`src/rtl/keypad_scanner.sv`:
```
// keypad_scanner: 4x4 matrix keypad scanner with whole-frame debounce and a hold-until-ack event.
// Define KEYPAD_REPEAT_EN to add auto-repeat events while a key stays held.
module keypad_scanner #(
  parameter int SETTLE_CYCLES  = 1000,
  parameter int DEBOUNCE_SCANS = 4
) (
  input  logic       clk,
  input  logic       rst,
  input  logic [3:0] col,
  input  logic       key_ack,
  output logic [3:0] row,
  output logic       key_valid,
  output logic [3:0] key_code,
  output logic       key_down,
  output logic       overflow
);

  localparam int TW = (SETTLE_CYCLES > 1) ? $clog2(SETTLE_CYCLES) : 1;
  localparam int CW = $clog2(DEBOUNCE_SCANS + 1);
  localparam logic [TW-1:0] TIMER_LAST = TW'(SETTLE_CYCLES - 1);
  localparam logic [CW-1:0] STABLE_MAX = CW'(DEBOUNCE_SCANS);

  typedef enum logic {S_IDLE, S_SCAN} state_t;

  state_t        state;
  logic [3:0]    col_meta;
  logic [3:0]    col_sync;
  logic [1:0]    ridx;
  logic [TW-1:0] timer;
  logic [15:0]   snap;
  logic [15:0]   snap_next;
  // Candidates and held state are {is_key, code}; all zero means NONE.
  logic [4:0]    cand;
  logic [4:0]    prev_cand;
  logic [4:0]    held;
  logic [CW-1:0] stable_cnt;
  logic [CW-1:0] stable_inc;
  logic [4:0]    ones;
  logic [3:0]    hit_idx;
  logic          sample;
  logic          frame_done;
  logic          accept;
  logic          press_evt;
  logic          rep_evt;
  logic          new_evt;
  logic [3:0]    evt_code;

  assign sample     = (state == S_SCAN) && (timer == TIMER_LAST);
  assign frame_done = sample && (ridx == 2'd3);

  // Classify the frame including the row being sampled this cycle.
  always_comb begin
    snap_next = snap;
    snap_next[{ridx, 2'b00} +: 4] = ~col_sync;
    ones    = '0;
    hit_idx = '0;
    for (int i = 0; i < 16; i++) begin
      if (snap_next[i]) begin
        ones    = ones + 5'd1;
        hit_idx = 4'(i);
      end
    end
    cand = (ones == 5'd1) ? {1'b1, hit_idx} : 5'd0;
  end

  always_comb begin
    if (cand != prev_cand)
      stable_inc = CW'(1);
    else if (stable_cnt == STABLE_MAX)
      stable_inc = stable_cnt;
    else
      stable_inc = stable_cnt + CW'(1);
  end

  assign accept    = frame_done && (stable_inc == STABLE_MAX) && (cand != held);
  assign press_evt = accept && cand[4];
  assign new_evt   = press_evt || rep_evt;
  assign evt_code  = accept ? cand[3:0] : held[3:0];
  assign key_down  = held[4];

`ifdef KEYPAD_REPEAT_EN
  logic [7:0] rep_cnt;
  logic       rep_first;

  // First repeat after 250 unchanged frames, then every 50.
  assign rep_evt = frame_done && !accept && held[4] &&
                   ((rep_cnt + 8'd1) == (rep_first ? 8'd250 : 8'd50));

  always_ff @(posedge clk) begin
    if (rst) begin
      rep_cnt   <= '0;
      rep_first <= 1'b1;
    end else if (frame_done) begin
      if (accept) begin
        rep_cnt   <= '0;
        rep_first <= 1'b1;
      end else if (held[4]) begin
        if (rep_evt) begin
          rep_cnt   <= '0;
          rep_first <= 1'b0;
        end else begin
          rep_cnt <= rep_cnt + 8'd1;
        end
      end
    end
  end
`else
  assign rep_evt = 1'b0;
`endif

  always_ff @(posedge clk) begin
    if (rst) begin
      state      <= S_IDLE;
      col_meta   <= 4'hF;
      col_sync   <= 4'hF;
      ridx       <= 2'd0;
      timer      <= '0;
      row        <= 4'hF;
      snap       <= '0;
      prev_cand  <= '0;
      stable_cnt <= '0;
      held       <= '0;
      key_valid  <= 1'b0;
      key_code   <= 4'd0;
      overflow   <= 1'b0;
    end else begin
      col_meta <= col;
      col_sync <= col_meta;

      case (state)
        S_IDLE: begin
          state <= S_SCAN;
          ridx  <= 2'd0;
          timer <= '0;
          row   <= 4'hE;
        end
        S_SCAN: begin
          if (sample) begin
            timer <= '0;
            snap  <= snap_next;
            ridx  <= ridx + 2'd1;
            row   <= ~(4'b0001 << (ridx + 2'd1));
          end else begin
            timer <= timer + TW'(1);
          end
        end
        default: state <= S_IDLE;
      endcase

      if (frame_done) begin
        prev_cand  <= cand;
        stable_cnt <= stable_inc;
        if (accept)
          held <= cand;
      end

      // A pending unacknowledged event wins; a colliding new one is only flagged.
      if (new_evt) begin
        if (!key_valid || key_ack) begin
          key_valid <= 1'b1;
          key_code  <= evt_code;
        end else begin
          overflow <= 1'b1;
        end
      end else if (key_valid && key_ack) begin
        key_valid <= 1'b0;
      end
    end
  end

endmodule

```
`config.mk`:
```
export PLATFORM = sky130hd
export DESIGN_NAME = keypad_scanner
export DESIGN_NICKNAME = d
export VERILOG_FILES = /design/src/rtl/keypad_scanner.sv
export SDC_FILE = /design/constraint.sdc
export NUM_CORES = 1
export LEC_CHECK = 0
export CORE_MARGIN = 2
export CORE_UTILIZATION = 30
export CTS_CLUSTER_DIAMETER = 200
export DETAILED_ROUTE_END_ITERATION = 16
export MAX_ROUTING_LAYER = met4
export PLACE_DENSITY_LB_ADDON = 0.2
export SYNTH_ARGS = -nofsm -noshare
export SYNTH_HDL_FRONTEND = slang
export SYNTH_SLANG_ARGS = --single-unit
```
`constraint.sdc`:
```
create_clock -name clk -period 15 [get_ports clk]
set_input_delay 3 -clock clk [delete_from_list [all_inputs] [get_ports clk]]
set_output_delay 3 -clock clk [all_outputs]
set_load 0.02 [all_outputs]
```
---- Word-level counts from Yosys, hierarchy flattened ----
Cells that the tools add are included.
W data, S select, Z words.
word-level totals
  bits in registers ....................... 60
  output and inout bits ................... 11
  word-level logic and storage cells ...... 108
  input bits .............................. 7
operators by class
  add/sub/neg operators ................... 19
  reductions and logical operators ........ 14
  multiplexer cells ....................... 46
  shift-type cells ........................ 3
  bitwise gates (word level) .............. 4
  eq/ne operators ......................... 9
operators by type and width
  operator                  number
  $mux W5                   15
  $add A5 B1 Y5 const B     14
  $mux W4                   16
  $pmux W10 S2              1
  $bwmux W16                1
  $shift A4 B6 Y16 const A  1
  $shiftx A4 B6 Y16         1
  $add A10 B1 Y10 const B   1
  $eq A10 B10 Y1 const B    1
  $mux W10                  1
  $ne A5 B5 Y1              2
  $reduce_and A2 Y1         5
  $not A4 Y4                2
  $pmux W4 S2               1
  $eq A3 B3 Y1 const B      2
  $logic_and A1 B1 Y1       6
  $mux W1                   6
  $mux W3                   2
  $neg A4 Y6                1
  $eq A5 B1 Y1 const B      1
  $mux W2                   2
  $ne A2 B1 Y1 const B      2
  $pmux W2 S2               1
  $shl A1 B2 Y4 const A     1
  8 further kinds           9

---- Logic depth before layout (Yosys ltp) ----
Gate-level depths: netlist of the first run.
  word-level depth ........................ 44
  gate-level depth with buffers ........... 62
  gate-level depth less buffers ........... 58

---- Worst setup path after synthesis of the first run ----
Ideal clock, no wire load.
  kind .................................... reg-to-reg
  from .................................... reg ridx[0]
  to ...................................... reg held[4]
  slack ................................... 3.907 ns
  stages on the path, launching flop included .. 62
  path buffers ............................ 5
  arrival ................................. 10.965 ns
  period minus slack after synthesis ...... 11.093 ns
  library setup time ...................... 0.128 ns
  data required time ...................... 14.872 ns
  cell sequence ........................... dfxtp_1 > buf_6 > inv_1 > ha_1 > buf_4 > nor3_1 > mux2i_2 > ha_1 > xnor2_1 > ha_1 > o21a_1 > ha_1 > nand2_1 > nand2_1 > ha_1 > nor2_1 > a31oi_1 > ha_1 > [26 not listed] > ha_1 > nor2_1 > a21oi_1 > ha_1 > nand2_1 > xnor2_1 > xnor2_1 > xnor2_1 > o21ai_1 > or3_1 > clkbuf_2 > and2_1 > buf_6 > o32a_1 > nor4b_4 > buf_6 > mux2i_1 > nor2_1
between the ends
  longest elaborated chain between the ends .. 42
  elaborated cells on any way between the ends .. 61
  those cells by class .................... 16 x add/sub; 5 x eq/ne; 2 x shift; 34 x mux; 4 x reduce/logical
RTL lines
  element                                                       line  RTL
  start, declared                                               28    logic [1:0] ridx;
  start signal, assigned                                        141   ridx <= ridx + 2'd1;
  $neg A4 Y6                                                    54    snap_next[{ridx, 2'b00} +: 4] = ~col_sync;
  $shiftx A4 B6 Y16 / $shift A4 B6 Y16 (equally long branches)  54
  $bwmux W16                                                    54
  $mux W1                                                       58    if (snap_next[i]) begin
  $add A1 B1 Y2                                                 59    ones = ones + 5'd1;
  $mux W2                                                       58
  $add A5 B1 Y5                                                 59
  $mux W5                                                       58
  [25 not listed]                                               n/a
  $mux W5                                                       58
  $eq A5 B1 Y1                                                  63    cand = (ones == 5'd1) ? {1'b1, hit_idx} : 5'd0;
  $mux W5                                                       63
  $ne A5 B5 Y1                                                  67    if (cand != prev_cand)
  $mux W3                                                       67
  $eq A3 B3 Y1                                                  75    assign accept = frame_done && (stable_inc == STABLE_MAX) && (cand != held);
  $logic_and A1 B1 Y1 (2 in a row)                              75
  $reduce_and A2 Y1 (no line)                                   n/a
  end signal, assigned                                          154   held <= cand;
  end, declared                                                 35    logic [4:0] held;
Several ways; a longest one is shown, not always the timed one.
A chain may end at the register's enable or synchronous reset.

---- Final worst setup path of the first run ----
  from .................................... reg ridx[0]
  to ...................................... reg held[3]
The elaborated chain is that of the path after synthesis.

==> flow_summary_export.csv, run 1 <==
group,metric,value,unit
die,io_pins,18,
flow_run,maxCapViolCount,0,
timing,finalSetupViolations,0,
timing,min_period,12.87,ns
route,dr.pass1.iters,4,
route,ant_nets,0,
die,rows,44,
power_and_ir_drop,leakage,1.90,nW
die,chipWidth,127,um
die,start_util,0.309,
setup_path,worstSetupEndpoint,"held[3]",
place,portBuffers,17,
place,gp_congestion,0.856,
logic_synthesis,syn-num-nets,582,
route,drc,0,
global_route,grt_pass1_vias,3689,
route,vias_per_cell,5.13,
setup_path,r2r_cells,57,
logic_synthesis,syn-cell-area,4520,um2
logic_synthesis,synth_seq_area_share,0.266,
setup_path,r2r_slack,2.13,ns
setup_path,r2r-start,"ridx[0]",
logic_synthesis,synth_edf_count,0,
setup_path,crit_slowest_cell,"nor4b_4",
timing,maxSlewHeadroom,0.399,
timing,setup_tns,0,ns
power_and_ir_drop,powerDensity,78.1,nW/um2
logic_synthesis,ys_types,70,
cts,hold_buffers,0,
setup_path,critPathMaxFanout,15,
logic_synthesis,synth_commonest_cells,"71 x nor2_1, 60 x dfxtp_1, 48 x nand2_1, 40 x a21oi_1, 36 x xnor2_1",
cts,post_cts_resized,0,
place,hpwlAfterDp,7.68,mm
timing,finalWorstSetupSlack,2.13,ns
timing,slew_violations,0,
timing,max_freq,77.7,MHz
cts,htree_levels,3,
die,die-height,127,um
timing,period_share,0.858,
logic_synthesis,synth_most_common_cell,"nor2_1",
die,dieArea,16100,um2
finish,fill_cells,1550,
logic_synthesis,synth_top_area_frac,0.266,
setup_path,arrival,13.07,ns
cts,clockBufferDepth,2,
global_route,grt_usage,0.137,
setup_path,r2r-end,"held[3]",
setup_path,end_kind,"flop",
setup_path,crit_top_cell,"ha_1",
finish,post-route-util,0.350,
power_and_ir_drop,ir_drop,68.6,uV
finish,layout-drive-gt1-share,0.0956,
global_route,grt_max_degree,46,
global_route,overflow,0,
logic_synthesis,synth-seq-cells,60,
cts,clock-root-buffer,"clkbuf_16",
setup_path,crit_start,"ridx[0]",
global_route,grt_first_pass_wirelength,17.7,mm
cts,cts_sinks,60,
run_status,status,"completed",
cts,cts_tree,"built",
timing,hold_violations,0,
cts,cts_setup_buffers,0,
setup_path,worstPathRequired,15.19,ns
hold_path,hold_path.class,"reg2reg",
setup_path,cpPeakStageDelay,0.81,ns
logic_synthesis,async_flop_share,0,
cts,numCtsBuffers,9,
cts,clk_pin_slew,0.05,ns
logic_synthesis,yosysWarnings,0,
route,vias,3846,
logic_synthesis,syn_area_per_cell,8.18,um2
setup_path,cp-start-kind,"flop",
route,drtIter0Drc,163,
setup_path,path_class,"reg2reg",
die,core_area,14600,um2
cts,clk_latency,0.33,ns
timing,tightest_slew,0.897,ns
route,wirelength,10.4,mm
timing,rsz0062_at_grt,"false",
finish,area_growth,13.2,%
timing,clock-skew-final,0.00797,ns
logic_synthesis,synth.area.top_cells,"dfxtp_1 27%, xnor2_1 7.0%, ha_1 6.1%, nor2_1 5.9%, a21oi_1 4.4%",
global_route,grt_antenna_before_repair,0,
logic_synthesis,synth_top_area_cell,"dfxtp_1",
logic_synthesis,synth_ff_type,"dfxtp_1",
route,wl_per_cell,13.9,um
logic_synthesis,syn_inst,553,
finish,diodes,0,
place,dp_slack,2.17,ns
finish,fin_nets,589,
[routing by layer]
| metal | track usage | part of all wire |
|---|---|---|
| met1 | 0.186 | 0.52 |
| met4 | 0.0524 | 0.019 |
| met2 | 0.201 | 0.43 |
| met3 | 0.0261 | 0.027 |
| met5 | - | 0 |
[where the power goes]
part	total, W	internal (W)	switching [W]	leakage [nW]
clock network	0.000194	0.000124	0.0000700	0.144
registers	0.000163	0.000161	0.00000140	0.486
logic	0.0000432	0.0000178	0.0000254	1.26
total	0.000400	0.000303	0.0000968	1.90
[metrics by stage]
step | hold WS, ns | std cells | power [W] | instance area (um2)
after floorplan | 0.389 | 553 | 0.000200 | 4520
after global placement | 0.394 | 733 | 0.000208 | 4830
after detailed placement | 0.396 | 733 | 0.000209 | 4830
after CTS | 0.408 | 749 | 0.000406 | 5120
after global routing | 0.425 | 749 | 0.000420 | 5120
final | 0.406 | 749 | 0.000400 | 5120
[worst min-delay path by stage]
stage / start / endpoint / slack, ns / depth (start not counted)
after floorplan: col_meta[0] / col_sync[0] / 0.39 / 1
after global placement: col_meta[2] / col_sync[2] / 0.39 / 1
after detailed placement: col_meta[1] / col_sync[1] / 0.40 / 1
after CTS: col_meta[1] / col_sync[1] / 0.41 / 1
after global routing: col_meta[2] / col_sync[2] / 0.42 / 1
final: col_meta[1] / col_sync[1] / 0.41 / 1
[placed cells by master, fill, tap and decap left out, types with 4 or more instances in the layout]
cell type        instances
and2_1                   8
clkdlybuf4s50_1         17
or2_2                   10
nor2_1                  71
xnor3_1                  4
a41o_1                   6
inv_1                   14
nand2b_1                11
nor2b_1                 14
clkbuf_16                9
a21oi_1                 40
xor2_1                  16
a211oi_1                16
o31ai_1                  4
dfxtp_1                 60
buf_4                    5
nor4b_1                  4
o21ai_0                 11
xnor2_1                 36
a31oi_1                 13
mux2i_1                 13
a31o_2                   4
o2bb2ai_1                4
ha_1                    22
nand3_1                 16
nor3_1                  13
nand2_1                 48
or3_1                    4
[registers in the layout, summed over array words and instances, names as in the netlist]
name / count
stable_cnt: 3
key_code: 4
prev_cand: 5
overflow: 1
col_sync: 4
snap: 16
key_valid: 1
row: 4
state: 1
timer: 10
ridx: 2
col_meta: 4
held: 5
[area by class of cell]
cell class                 instances  area (um2)  share of cell area
timing repair buffer              22         208              0.0406
sequential                        60        1200               0.235
tap                              184         230              0.0450
inverter                          14        52.6              0.0103
multi-input combinational        453        3140               0.613
clock buffer                      12         267              0.0521
clock inverter                     4        22.5             0.00440
[cell families (layout without fill, tap and decap cells)]
| kind of cell | count (synthesis) | in the layout | synth area share |
|---|---|---|---|
| and+or+nand+nor | 226 | 226 | 0.261 |
| xor gates and xnor gates | 60 | 60 | 0.137 |
| adders and majority gates | 22 | 22 | 0.0609 |
| muxes | 18 | 18 | 0.0429 |
| AOI/OAI and AO/OA | 127 | 127 | 0.192 |
| buffers and inverters | 40 | 52 | 0.0404 |
| DFF | 60 | 60 | 0.266 |
[critical path, delay by kind of cell, from the launching register on]
kind,cells,cell delay [ns]
AND/OR/NAND/NOR,19,3.18
multiplexers,4,1.17
adder cells (fa/ha/maj),15,4.67
buffers and inverters,4,0.39
flip-flops,1,0.67
AO/OA/AOI/OAI,11,2.12
XOR/XNOR,4,0.57
(Power assumes the default switching activity.)
==> inputs of run 2 (changes only) <==
--- a/config.mk
+++ b/config.mk
@@ -9,6 +9,7 @@
 export CORE_UTILIZATION = 30
 export CTS_CLUSTER_DIAMETER = 200
 export DETAILED_ROUTE_END_ITERATION = 16
+export DONT_BUFFER_PORTS = 1
 export MAX_ROUTING_LAYER = met4
 export PLACE_DENSITY_LB_ADDON = 0.2
 export SYNTH_ARGS = -nofsm -noshare
==> constraint.sdc (replaced) <==
create_clock -name clk -period 11.1 [get_ports clk]
set_input_delay 2.22 -clock clk [delete_from_list [all_inputs] [get_ports clk]]
set_output_delay 2.22 -clock clk [all_outputs]
set_load 0.02 [all_outputs]
==> run 2 against run 1 <==
  * Cell count increased by 1.1%
  * Sequential power is 35% higher
  * Register-to-register slack worse by 1.5 ns
  * Die area is the same
  * Critical path type unchanged
==> flow_summary_export.csv, run 2 (synthesized netlist as in run 1, its figures left out) <==
group,metric,value,unit
setup_path,arrival,10.68,ns
timing,min_period,10.46,ns
power_and_ir_drop,p_sw,0.000133,W
finish,area_growth,18.3,%
die,start_util,0.309,
timing,slew_violations,0,
setup_path,cp-start-kind,"flop",
finish,largest_reg_flops,16,
place,gp_congestion,0.774,
cts,hold_buffers,0,
global_route,grt_antenna_before_repair,0,
die,chipWidth,127,um
timing,holdWs,0.408,ns
timing,clock-skew-final,0.00562,ns
run_status,status,"completed",
finish,fin_nets,598,
global_route,grt_first_pass_wirelength,18.4,mm
route,drtIter0Drc,153,
finish,reg.largest.list,"snap x16, timer x10",
setup_path,worstPathRequired,11.31,ns
finish,diodes,0,
cts,cts_tree,"built",
finish,final_common_cell,"nor2_1",
finish,largest_register,"snap",
power_and_ir_drop,power.internal,0.000451,W
setup_path,crit_buf_inv,6,
cts,cts_sinks,60,
route,drc,0,
timing,finalSetupViolations,0,
die,die-height,127,um
place,hpwlAfterDp,7.75,mm
setup_path,cpPeakStageDelay,0.36,ns
power_and_ir_drop,seqPwrFrac,0.377,
global_route,overflow,0,
power_and_ir_drop,power,0.000584,W
power_and_ir_drop,ir_drop,106,uV
route,vias_per_cell,5.13,
route,vias,3886,
global_route,grt_max_degree,46,
die,rows,44,
place,portBuffers,0,
flow_run,maxCapViolCount,0,
global_route,grt_pass1_vias,3771,
timing,setup_tns,0,ns
power_and_ir_drop,leakage,2.01,nW
timing,period_share,0.942,
power_and_ir_drop,powerDensity,109,nW/um2
die,io_pins,18,
hold_path,hold_path.class,"reg2reg",
finish,fill_cells,1543,
cts,clk_latency,0.32,ns
setup_path,path_class,"reg2reg",
finish,layout-drive-gt1-share,0.188,
setup_path,critPathMaxFanout,7,
power_and_ir_drop,combPwrFrac,0.118,
setup_path,end_kind,"flop",
route,wirelength,10.7,mm
route,dr.pass1.iters,4,
route,wl_per_cell,14.2,um
timing,maxSlewHeadroom,0.347,
route,ant_nets,0,
cts,clock-root-buffer,"clkbuf_16",
cts,clockBufferDepth,2,
setup_path,crit_top_cell,"ha_1",
global_route,grt_usage,0.141,
die,core_area,14600,um2
power_and_ir_drop,switching_share,0.228,
timing,max_freq,95.6,MHz
die,dieArea,16100,um2
timing,tightest_slew,0.975,ns
setup_path,crit_slowest_cell,"nor4b_4",
cts,numCtsBuffers,9,
cts,htree_levels,3,
setup_path,cpLargestDelayFamily,"adder cells",
power_and_ir_drop,clkPwrFrac,0.506,
cts,clk_pin_slew,0.05,ns
timing,hold_violations,0,
finish,layout_common_cells,"67 x nor2_1, 60 x dfxtp_1, 46 x nand2_1",
## run 2: changes by cell type in the layout (fill, tap and decap cells not counted), moves of 4 or more
cell / change
clkdlybuf4s50_1: -17
ha_4: +4
buf_4: +24
ha_1: -5
nor2_2: +4
nor2_1: -4
## run 2: worst paths after layout
kind	startpoint	end	slack, ns	cells past startpoint
max	ridx[0]	key_code[3]	0.64	58
min	col_meta[2]	col_sync[2]	0.41	1
max reg2reg	ridx[0]	key_code[3]	0.64	58
min reg2reg	col_meta[2]	col_sync[2]	0.41	1
## run 2: power groups by stage
stage	logic, W	registers (W)	clock network [W]
6_report	0.0000688	0.000220	0.000295
5_1_grt	0.0000768	0.000220	0.000313
4_1_cts	0.0000583	0.000220	0.000304
3_5_place_dp	0.0000558	0.000225	0
3_3_place_gp	0.0000546	0.000224	0
2_1_floorplan	0.0000470	0.000224	0
## run 2: layout make-up
cell class	instances	area [um2]	share of cell area
Inverter	14	52.6	0.00982
Clock buffer	11	243	0.0454
Clock inverter	4	73.8	0.0138
Timing Repair Buffer	31	234	0.0437
Sequential cell	60	1200	0.225
Tap cell	184	230	0.0430
Multi-Input combinational cell	453	3320	0.620
## run 2: what timing repair did
| action | in CTS | in global routing |
|---|---|---|
| pin swaps | 0 | 18 |
| endpoints found under the setup margin | 14 | 19 |
| gates cloned | 0 | 1 |
| buffers inserted | 0 | 10 |
| resized for setup | 12 | 26 |
## run 2: stage by stage
step / worst slack [ns] / util / area (um2) / instances
6_report: 0.639 / 0.365 / 5350 / 757
5_1_grt: -0.0820 / 0.365 / 5350 / 757
4_1_cts: 0.0218 / 0.351 / 5130 / 746
3_5_place_dp: -0.373 / 0.326 / 4770 / 731
3_3_place_gp: -0.130 / 0.326 / 4770 / 731
2_1_floorplan: 0.00742 / - / 4520 / 553
## run 2: routing by layer
| layer | global-route usage | up-vias | part of all wire |
|---|---|---|---|
| li1 | - | 2012 | - |
| met1 | 0.194 | 1813 | 0.51 |
| met2 | 0.215 | 56 | 0.45 |
| met3 | 0.0219 | 5 | 0.037 |
| met4 | 0.0375 | 0 | 0.0075 |
| met5 | - | - | 0 |
==> inputs of run 3 (changes only) <==
--- a/config.mk
+++ b/config.mk
@@ -11,7 +11,6 @@
 export DETAILED_ROUTE_END_ITERATION = 16
 export DONT_BUFFER_PORTS = 1
 export MAX_ROUTING_LAYER = met4
-export PLACE_DENSITY_LB_ADDON = 0.2
 export SYNTH_ARGS = -nofsm -noshare
 export SYNTH_HDL_FRONTEND = slang
 export SYNTH_SLANG_ARGS = --single-unit
==> run 3 against run 2 <==
  * Flip-flop and latch count unchanged
  * Combinational power increased by 3.6%
  * Sequential power about the same
  * Non-clock buffer count up 1
  * Cell count up 0.26%
  * Global-route usage fell by 0.94 points
  * Count of clock-buffer cells in the layout did not move
  * Routed wire length is 5.0% lower
  * Fmax barely moved
  * Utilization decreased by 0.068 points
  * Highest routed layer unchanged
==> flow_summary_export.csv, run 3 (synthesized netlist as in run 1, its figures left out) <==
group,metric,value,unit
run_status,status,"completed",
global_route,met1_usage,0.172,
route,ant_nets,0,
global_route,grt_busiest_layer,"met2",
cts,clock-root-buffer,"clkbuf_16",
finish,largest_reg_flops,16,
timing,setup_tns,0,ns
hold_path,hold_depth,1,
cts,hold_buffers,0,
setup_path,worstSetupPathDepth,58,
setup_path,r2r_cells,58,
timing,holdWs,0.405,ns
global_route,grt_pass1_vias,3728,
power_and_ir_drop,powerDensity,101,nW/um2
timing,maxSlewHeadroom,0.259,
power_and_ir_drop,combPwrFrac,0.132,
setup_path,crit_buf_inv,6,
die,die-height,127,um
setup_path,cpPeakStageDelay,0.36,ns
finish,layout_common_cells,"69 x nor2_1, 60 x dfxtp_1, 45 x nand2_1",
finish,fin_area,5340,um2
cts,clk_latency,0.33,ns
setup_path,end_kind,"flop",
cts,numCtsBuffers,9,
route,vias,3936,
timing,min_period,10.45,ns
cts,cts_tree,"built",
place,portBuffers,0,
power_and_ir_drop,seqPwrFrac,0.408,
cts,htree_levels,3,
timing,clock-skew-final,0.00714,ns
die,io_pins,18,
die,start_util,0.309,
power_and_ir_drop,power.internal,0.000406,W
setup_path,worstPathRequired,11.31,ns
place,placed_cell_area,4770,um2
finish,fin_nets,599,
power_and_ir_drop,p_sw,0.000133,W
global_route,grt_usage,0.131,
cts,clk_pin_slew,0.05,ns
die,chipWidth,127,um
flow_run,maxCapViolCount,0,
power_and_ir_drop,leakage,1.98,nW
finish,layout-drive-gt1-share,0.193,
timing,period_share,0.942,
finish,area_growth,18.1,%
setup_path,cpLargestDelayFamily,"adder cells",
setup_path,critPathMaxFanout,7,
die,rows,44,
power_and_ir_drop,ir_drop,126,uV
power_and_ir_drop,power,0.000539,W
setup_path,crit_slowest_cell,"nor4b_4",
place,hpwlAfterDp,7.32,mm
route,wl_per_cell,13.4,um
place,gp_congestion,0.848,
power_and_ir_drop,clkPwrFrac,0.460,
global_route,grt_first_pass_wirelength,17.3,mm
hold_path,hold_path.class,"reg2reg",
timing,hold_violations,0,
finish,final_common_cell,"nor2_1",
global_route,grt_util_met3,0.0202,
route,drc,0,
die,core_area,14600,um2
setup_path,cp-start-kind,"flop",
route,drtIter0Drc,215,
setup_path,path_class,"reg2reg",
cts,clockBufferDepth,2,
timing,finalSetupViolations,0,
finish,reg.largest.list,"snap x16, timer x10",
route,wirelength,10.2,mm
setup_path,crit_top_cell,"ha_1",
finish,largest_register,"snap",
global_route,grt_util_met2,0.206,
setup_path,arrival,10.67,ns
power_and_ir_drop,switching_share,0.247,
cts,cts_sinks,60,
timing,tightest_slew,1.11,ns
timing,slew_violations,0,
route,vias_per_cell,5.19,
route,dr.pass1.iters,4,
global_route,overflow,0,
timing,max_freq,95.7,MHz
global_route,grt_antenna_before_repair,0,
die,dieArea,16100,um2
finish,diodes,0,
global_route,grt_max_degree,46,
[run 3: worst paths after layout]
path	slack, ns	to	startpoint
max	0.65	held[3]	ridx[1]
min	0.41	col_sync[1]	col_meta[1]
max reg2reg	0.65	held[3]	ridx[1]
min reg2reg	0.41	col_sync[1]	col_meta[1]
[run 3: timing repair]
action | in CTS | in global routing
buffers inserted | 1 | 10
setup endpoints to repair | 14 | 19
pin swaps | 0 | 21
resized for setup | 12 | 29
cloned | 0 | 1
[run 3: layout make-up]
cell class | instances | area, um2
clock buffer | 11 | 243
clock inverter | 5 | 27.5
fill | 1492 | 9300
inverter | 14 | 52.6
multi-input combinational | 453 | 3340
sequential | 60 | 1200
tap | 184 | 230
timing repair buffer | 32 | 244
[run 3: through the flow]
step                 util  setup WS, ns  instances
finish              0.365         0.649        759
global route        0.365       -0.0713        759
CTS                 0.348        0.0222        748
detailed placement  0.326        -0.392        731
global placement    0.326       -0.0866        731
floorplan               -       0.00742        553
[run 3: routing by layer]
| metal | up-vias | wire length, um |
|---|---|---|
| li1 | 2023 | - |
| met1 | 1827 | 4780 |
| met2 | 77 | 4820 |
| met3 | 9 | 475 |
| met4 | 0 | 119 |
| met5 | - | 0 |
[run 3: power by group through the flow]
stage	Combinational [W]	Sequential (W)	Clock [W]
2_1_floorplan	0.0000470	0.000224	0
3_3_place_gp	0.0000541	0.000224	0
3_5_place_dp	0.0000557	0.000224	0
4_1_cts	0.0000580	0.000220	0.000256
5_1_grt	0.0000786	0.000220	0.000263
6_report	0.0000713	0.000220	0.000248
[run 3: worst register-to-register path, delay by kind of cell (launching register included)]
family                   cells  cell delay [ns]
buffers and inverters        6             0.58
multiplexers                 3             0.67
AND/OR/NAND/NOR             20             2.40
AO/OA/AOI/OAI               12             2.05
flip-flops                   1             0.32
XOR/XNOR                     3             0.50
adder cells (fa/ha/maj)     14             3.87
